**config.mk**
```make
export PLATFORM = sky130hd
export DESIGN_NAME = tlc_sensor_conditioner
export DESIGN_NICKNAME = d
export VERILOG_FILES = /design/src/rtl/tlc_pkg.sv /design/src/rtl/tlc_sync_debounce.sv /design/src/rtl/tlc_sensor_conditioner.sv
export SDC_FILE = /design/constraint.sdc
export NUM_CORES = 1
export LEC_CHECK = 0
export CORE_UTILIZATION = 46
export DETAILED_ROUTE_END_ITERATION = 6
export GPL_ROUTABILITY_DRIVEN = 1
export PLACE_DENSITY = 0.73
export SLEW_MARGIN = 20
export SYNTH_ARGS = -nofsm -noshare
export SYNTH_HDL_FRONTEND = slang
export SYNTH_SLANG_ARGS = --single-unit
```
**constraint.sdc**
```tcl
create_clock -name clk -period 1.5 [get_ports clk]
set_clock_uncertainty 0.1 [all_clocks]
set_input_delay 0.3 -clock clk [delete_from_list [all_inputs] [get_ports clk]]
set_output_delay 0.3 -clock clk [all_outputs]
set_load 0.1 [all_outputs]
```
**src/rtl/tlc_pkg.sv**
```systemverilog
// Shared types and encodings for the traffic-light controller and its sensor front end.
package tlc_pkg;

  typedef enum logic [1:0] {
    IDLE    = 2'b00,
    REQ     = 2'b01,
    LOCKOUT = 2'b10
  } sensor_state_t;

  localparam logic [2:0] RED = 3'b100;
  localparam logic [2:0] YEL = 3'b010;
  localparam logic [2:0] GRE = 3'b001;

  // Counter width able to hold n-1, never narrower than one bit.
  function automatic int unsigned cnt_width(input int unsigned n);
    return (n > 1) ? $clog2(n) : 1;
  endfunction

endpackage

```
**src/rtl/tlc_sync_debounce.sv**
```systemverilog
// Two-flop synchroniser followed by a stable-count debouncer on the loop-detector input.
module tlc_sync_debounce
  import tlc_pkg::*;
#(
  parameter int unsigned DEBOUNCE_CYCLES = 4
) (
  input  logic clk,
  input  logic rst,
  input  logic ena,
  input  logic din,
  output logic dout
);

  localparam int unsigned CNT_W = cnt_width(DEBOUNCE_CYCLES);

  logic             sync_p0;
  logic             sync_p1;
  logic [CNT_W-1:0] db_cnt;

  // Stage p0/p1: metastability chain, free-running regardless of ena
  always_ff @(posedge clk or posedge rst) begin
    if (rst) begin
      sync_p0 <= 1'b0;
      sync_p1 <= 1'b0;
    end else begin
      sync_p0 <= din;
      sync_p1 <= sync_p0;
    end
  end

  // Stage p2: a level change is accepted only after DEBOUNCE_CYCLES stable samples
  always_ff @(posedge clk or posedge rst) begin
    if (rst) begin
      db_cnt <= '0;
      dout   <= 1'b0;
    end else if (ena) begin
      if (sync_p1 == dout) begin
        db_cnt <= '0;
      end else if (db_cnt == CNT_W'(DEBOUNCE_CYCLES - 1)) begin
        dout   <= sync_p1;
        db_cnt <= '0;
      end else begin
        db_cnt <= db_cnt + 1'b1;
      end
    end
  end

endmodule

```
**src/rtl/tlc_sensor_conditioner.sv**
```systemverilog
// Farm-road car sensor front end: debounced level -> held request with post-service lockout
// and a saturating wait timer with overdue flag.
module tlc_sensor_conditioner
  import tlc_pkg::*;
#(
  parameter int unsigned DEBOUNCE_CYCLES = 4,
  parameter int unsigned LOCKOUT_CYCLES  = 8,
  parameter int unsigned WAIT_W          = 8,
  parameter int unsigned OVERDUE_CYCLES  = 200
) (
  input  logic              clk,
  input  logic              rst,
  input  logic              ena,
  input  logic              sensor_raw,
  input  logic              serve_ack,
  output logic              car_req,
  output logic              sensor_clean,
  output logic [WAIT_W-1:0] wait_cycles,
  output logic              overdue
);

  localparam int unsigned LCK_W = cnt_width(LOCKOUT_CYCLES);

  sensor_state_t     state_q, state_nxt;
  logic [LCK_W-1:0]  lock_q, lock_nxt;
  logic [WAIT_W-1:0] wait_q, wait_nxt;

  function automatic logic [WAIT_W-1:0] sat_inc(input logic [WAIT_W-1:0] v);
    return (&v) ? v : v + 1'b1;
  endfunction

  tlc_sync_debounce #(
    .DEBOUNCE_CYCLES(DEBOUNCE_CYCLES)
  ) u_sync_debounce (
    .clk (clk),
    .rst (rst),
    .ena (ena),
    .din (sensor_raw),
    .dout(sensor_clean)
  );

  always_ff @(posedge clk or posedge rst) begin
    if (rst) begin
      state_q <= IDLE;
      lock_q  <= '0;
      wait_q  <= '0;
    end else if (ena) begin
      state_q <= state_nxt;
      lock_q  <= lock_nxt;
      wait_q  <= wait_nxt;
    end
  end

  always_comb begin
    state_nxt = state_q;
    lock_nxt  = lock_q;
    wait_nxt  = wait_q;
    case (state_q)
      IDLE: begin
        if (sensor_clean) begin
          state_nxt = REQ;
          wait_nxt  = '0;
        end
      end
      REQ: begin
        // The ack takes priority, so the reported wait is the pre-service value.
        if (serve_ack) begin
          state_nxt = LOCKOUT;
          lock_nxt  = LCK_W'(LOCKOUT_CYCLES - 1);
        end else begin
          wait_nxt  = sat_inc(wait_q);
        end
      end
      LOCKOUT: begin
        if (lock_q == '0) state_nxt = IDLE;
        else              lock_nxt  = lock_q - 1'b1;
      end
      default: state_nxt = IDLE;
    endcase
  end

  assign car_req     = (state_q == REQ);
  assign wait_cycles = wait_q;
  assign overdue     = (wait_q >= WAIT_W'(OVERDUE_CYCLES));

endmodule
```
==> results.cfg, run 1 <==
[global_route]
grt_max_degree = 19
antenna_found_initial = 0
grtUsageTotal_pct = 23.0
overflow = 0
grt_pass1_wl_microns = 4130
first_global_vias = 925

[drt]
via_count = 964
firstDrtPassIters = 6
wl_per_cell_microns = 15.7
antenna_left = 0
routed_wirelength_microns = 2710
avgViaCountPerCell = 5.57
drc_errors = 0
drt_iter0_drc = 28

[cells_and_area]
final_layout_size_suffix_gt1_share_pct = 54.1
instances_no_fill = 173
syn_to_final_growth_pct = 69.1
insertedDiodeCount = 0
final_nets = 157

[sta]
tightest_slew_ps = 252
max_freq_mhz = 596
finalCriticalPeriod_ps = 1680
relSlewSlack_pct = 83.0
finalHoldViolCount = 0
rsz0062_at_grt = true
whs_ps = 203
setup_slack_ps = -178
period_share_pct = 112
final_max_slew_viol_count = 0
setup-violations-final = 9
fin_setup_tns_ps = -580

[cts]
cts_tree = built
cts_root_buf = clkbuf_4
cts_sinks = 18
htree_levels = 1
clkLatencyLatePin_ps = 290
clk_pin_slew_ps = 110
cts_made_buffers = 3
clk_path_buf_depth = 2
ctsHoldBuffers = 0

[critical_path]
crit_path_end = overdue
path_buf_inv = 1
r2r-end = lock_q[1]
end_kind = output port
worstSetupStartpoint = wait_cycles[5]
path_depth = 2
worstRegToRegCells = 7
critPathSlowestCell = dfrtp_2
cpLargestDelayFamily = flip-flops
crit_fanout = 2
worstPathArrival_ps = 1280
worstPathRequired_ps = 1100
r2r-start = lock_q[0]
path_cells = o311a_4 -> buf_12
critical_path.max_stage_delay_ps = 430
start_kind = register
path_class = register to output port
rrSetupSlack_ps = -120

[logic_synthesis]
yosys.cell_types.count = 35
async_flop_share_pct = 100
ys_dominant_reg_cell = dfrtp_1
postSynthAreaPerCell_sq_um = 10.0
yosysSeqAreaShare_pct = 45.5
synth_fp_nets = 109
synth_edf_count = 0
synth_warnings = 0
syn_inst = 99
ys_seq_elements = 18
netlist_area_sq_um = 991

[power]
power.leakage_nw = 0.745
internal_power_mw = 1.71
max-vdd-ir-drop_mv = 1.25
seqPwrFrac_pct = 25.6
powerDensity_mw_per_mm2 = 1850
clkPwrFrac_pct = 8.1
p_comb_share_pct = 66.3
switching_power_mw = 1.39
swShare_pct = 44.9

[floorplan]
die_w_microns = 48.4
ios = 16
core_area_sq_mm = 0.00200
die_h_microns = 48.4
row_count = 16
initial_core_util_pct = 49.5
die_area_sq_mm = 0.00234

[run_status]
violations = negative setup slack
status = complete, but fails checks

[place]
io_buffers = 15
gp_congestion = 0.913
hpwl_microns = 1540
dpl.cell_count = 149

[hold_path]
hp-class = input pin to async pin

[run]
max_cap_violations = 0
[worst min-delay path by stage]
stage                         endpoint  slack, ps
6_report                wait_cycles[1]        200
5_1_grt                 wait_cycles[1]        210
4_1_cts                 wait_cycles[1]        210
3_5_place_dp   u_sync_debounce.sync_p1        250
3_3_place_gp   u_sync_debounce.sync_p1        240
2_1_floorplan                lock_q[0]        140
[per-stage QoR]
stage	total power, mW	utilization [%]	setup slack [ps]	cell area [sq um]
after floorplan	1.92	-	-236	1080
after global placement	2.38	71.0	-253	1420
after detailed placement	2.41	71.0	-300	1420
after CTS	2.87	77.8	-186	1560
after global routing	3.26	83.7	-212	1680
final	3.10	83.7	-178	1680
[logic make-up after synthesis]
group                    synth area share [%]
AO/OA/AOI/OAI                            16.3
XOR/XNOR                                0.884
adder cells (fa/ha/maj)                  6.31
buffers and inverters                    6.69
flip-flops                               45.5
multiplexers                             6.44
AND/OR/NAND/NOR                          17.9
[worst reg2reg max path: stages, from the launching register on]
cell and delay (ps):
dfrtp_1 390, inv_2 70, ha_4 160, ha_4 160
nor2_4 90, nand2_2 50, a21bo_1 200, mux2_4 300
[registers in the layout (all words and copies together), names as in the netlist]
signal and flops:
u_sync_debounce.dout 1, wait_cycles 8, u_sync_debounce.sync_p1 1, lock_q 3
u_sync_debounce.db_cnt 2, state_q 2, u_sync_debounce.sync_p0 1
[cells in the final DEF (no fill, tap or decap), drive strengths merged]
cell           instances
a31oi                  5
mux2                   3
ha                     5
nand2                 13
nand2b                 1
o311a                  1
nor2                   4
o2bb2ai                1
a2bb2oi                1
a21bo                  1
nor2b                  2
and3                   1
o21ai                  7
inv                    8
buf                   44
dfrtp                 18
xor2                   1
o21a                   1
a32o                   1
and4bb                 1
a41oi                  2
nand3                  5
clkdlybuf4s50          3
o22ai                  1
nand3b                 1
dlymetal6s2s           1
mux2i                  3
clkbuf                 4
and2b                  2
a21oi                  3
nand4                  2
[cell usage after synthesis, types with 3 or more instances]
cell / n / area share [%]
a31oi_1: 5 / 3.2
dfrtp_1: 18 / 45
inv_1: 8 / 3.0
nand3_1: 5 / 2.5
mux2i_1: 3 / 3.0
nand2_1: 12 / 4.5
ha_1: 5 / 6.3
a21oi_1: 3 / 1.5
o21ai_0: 6 / 3.0
nor2_1: 4 / 1.5
[power groups by stage]
stage / sequential [mW] / combinational [mW] / clock (mW)
after floorplan: 1.21 / 0.710 / 0
after global placement: 0.800 / 1.58 / 0
after detailed placement: 0.805 / 1.61 / 0
after CTS: 0.787 / 1.82 / 0.259
after global routing: 0.809 / 2.18 / 0.281
final: 0.793 / 2.06 / 0.251
[routing by layer]
layer	up-vias	global-route usage, %	share of wire (%)
met5	-	0	0
met4	0	9.31	2.4
met3	10	4.72	5.7
met2	51	39.9	53
met1	457	27.7	39
li1	446	-	-
[final cells by class]
class / count / area (sq um)
multi-input combinational: 68 / 579
timing repair buffer: 48 / 533
sequential: 18 / 473
fill: 105 / 327
tap: 27 / 33.8
inverter: 8 / 30.0
clock buffer: 4 / 26.3
[what timing repair did]
item | in CTS | in global routing
setup buffers | 11 | 9
pin swaps | 7 | 4
resized for setup | 7 | 12
endpoints found under the setup margin | 8 | 14
No activity file was read; power rests on OpenSTA's default activity.
==> run 2, diff against run 1 <==
- CORE_MARGIN: not set -> 2
==> run 2 against run 1 <==
  * The run still ends with negative setup slack left
  * Combinational power about the same
  * Flip-flop and latch count unchanged
  * Register-to-register slack about the same
  * Critical path type unchanged
==> results.cfg, run 2 (synthesized netlist as in run 1, its figures left out) <==
[sta]
final_max_slew_viol_count = 0
finalHoldViolCount = 0
finalCriticalPeriod_ps = 1680
period_share_pct = 112
max_freq_mhz = 597
fin_setup_tns_ps = -586
rsz0062_at_grt = true
setup-violations-final = 11
whs_ps = 209
setup_slack_ps = -175
relSlewSlack_pct = 82.3
tightest_slew_ps = 262

[floorplan]
row_count = 16
die_h_microns = 50.4
die_area_sq_mm = 0.00254
ios = 16
initial_core_util_pct = 49.5
core_area_sq_mm = 0.00200
die_w_microns = 50.4

[cts]
htree_levels = 1
clk_path_buf_depth = 2
cts_made_buffers = 3
ctsHoldBuffers = 0
clkLatencyLatePin_ps = 290
cts_sinks = 18
cts_root_buf = clkbuf_4
cts_tree = built
clk_pin_slew_ps = 110

[critical_path]
worstPathRequired_ps = 1100
end_kind = output port
path_class = register to output port
start_kind = register
path_cells = o311a_4 -> buf_12
critPathSlowestCell = dfrtp_4
cpLargestDelayFamily = flip-flops
worstPathArrival_ps = 1280
path_buf_inv = 1
critical_path.max_stage_delay_ps = 490
crit_fanout = 2

[drt]
via_count = 965
met1_length_microns = 1170
drc_errors = 0
routed_wirelength_microns = 2730
wl_per_cell_microns = 16.3
avgViaCountPerCell = 5.78
top_layer = met4
firstDrtPassIters = 4
wl_met3_microns = 89
antenna_left = 0
drt_iter0_drc = 21
met2_length_microns = 1420

[cells_and_area]
layout_commonest_cell = buf_4
final_layout_size_suffix_gt1_share_pct = 53.6
post-route-util_pct = 82.3
final_cell_mix = buf_4, nand2_1, buf_12
fillers = 109
syn_to_final_growth_pct = 66.2
insertedDiodeCount = 0
final_nets = 151
largest_register_ffs = 8

[power]
powerDensity_mw_per_mm2 = 1870
power.leakage_nw = 0.706
max-vdd-ir-drop_mv = 1.68
p_total_mw = 3.08

[place]
gp_congestion = 0.890
pre_cts_slack_ps = -268
io_buffers = 15
hpwl_microns = 1580

[global_route]
first_global_vias = 882
overflow = 0
grt_pass1_wl_microns = 4020
grtUsageTotal_pct = 20.7
grt_max_degree = 19
antenna_found_initial = 0

[run_status]
violations = negative setup slack
status = complete, but fails checks

[run]
max_cap_violations = 0

[hold_path]
hp-class = input pin to async pin
## run 2: repair_timing
action / in CTS / in global routing
resized for setup: 8 / 14
pin swaps: 7 / 6
setup buffers: 10 / 3
endpoints found under the hold margin: 0 / 0
endpoints found under the setup margin: 10 / 15
## run 2: final cells by class
class	instances	area, sq um	share of cell area [%]
clock buffers	4	26.3	1.60
multi-input cells	68	598	36.3
repair buffers	42	485	29.5
flip-flops and latches	18	473	28.7
well taps	27	33.8	2.05
inverters	8	30.0	1.82
## run 2: stage by stage
step	instance area, sq um	cells
finish	1650	167
global route	1650	167
CTS	1560	164
detailed placement	1430	150
global placement	1430	150
floorplan	1080	99
## run 2: power breakdown
part | switching (mW) | internal, mW
logic | 1.12 | 0.912
clock network | 0.149 | 0.103
registers | 0.130 | 0.657
## run 2: final timing paths
| check | cells past startpoint | to | from | slack [ps] |
|---|---|---|---|---|
| worst max-delay path | 2 | overdue | wait_cycles[3] | -180 |
| worst min-delay path | 3 | u_sync_debounce.db_cnt[0] | rst | 210 |
| worst max register to register | 7 | lock_q[2] | lock_q[0] | -130 |
| worst min register to register | 0 | u_sync_debounce.sync_p1 | u_sync_debounce.sync_p0 | 270 |
| max in group asynchronous | 3 | wait_cycles[0] | rst | 870 |
| min in group clk | 0 | u_sync_debounce.sync_p1 | u_sync_debounce.sync_p0 | 270 |
## run 2: worst register-to-register path, cell delays in order (launching register included)
cell	delay [ps]
dfrtp_1	380
inv_2	60
ha_4	160
ha_4	160
nor2_4	90
nand2_2	70
a21bo_1	210
mux2_4	300
## run 2: per-layer routing
layer | vias to the layer above | GRT usage (%)
li1 | 432 | -
met1 | 493 | 26.8
met2 | 30 | 36.2
met3 | 10 | 2.98
met4 | 0 | 5.41
met5 | - | 0
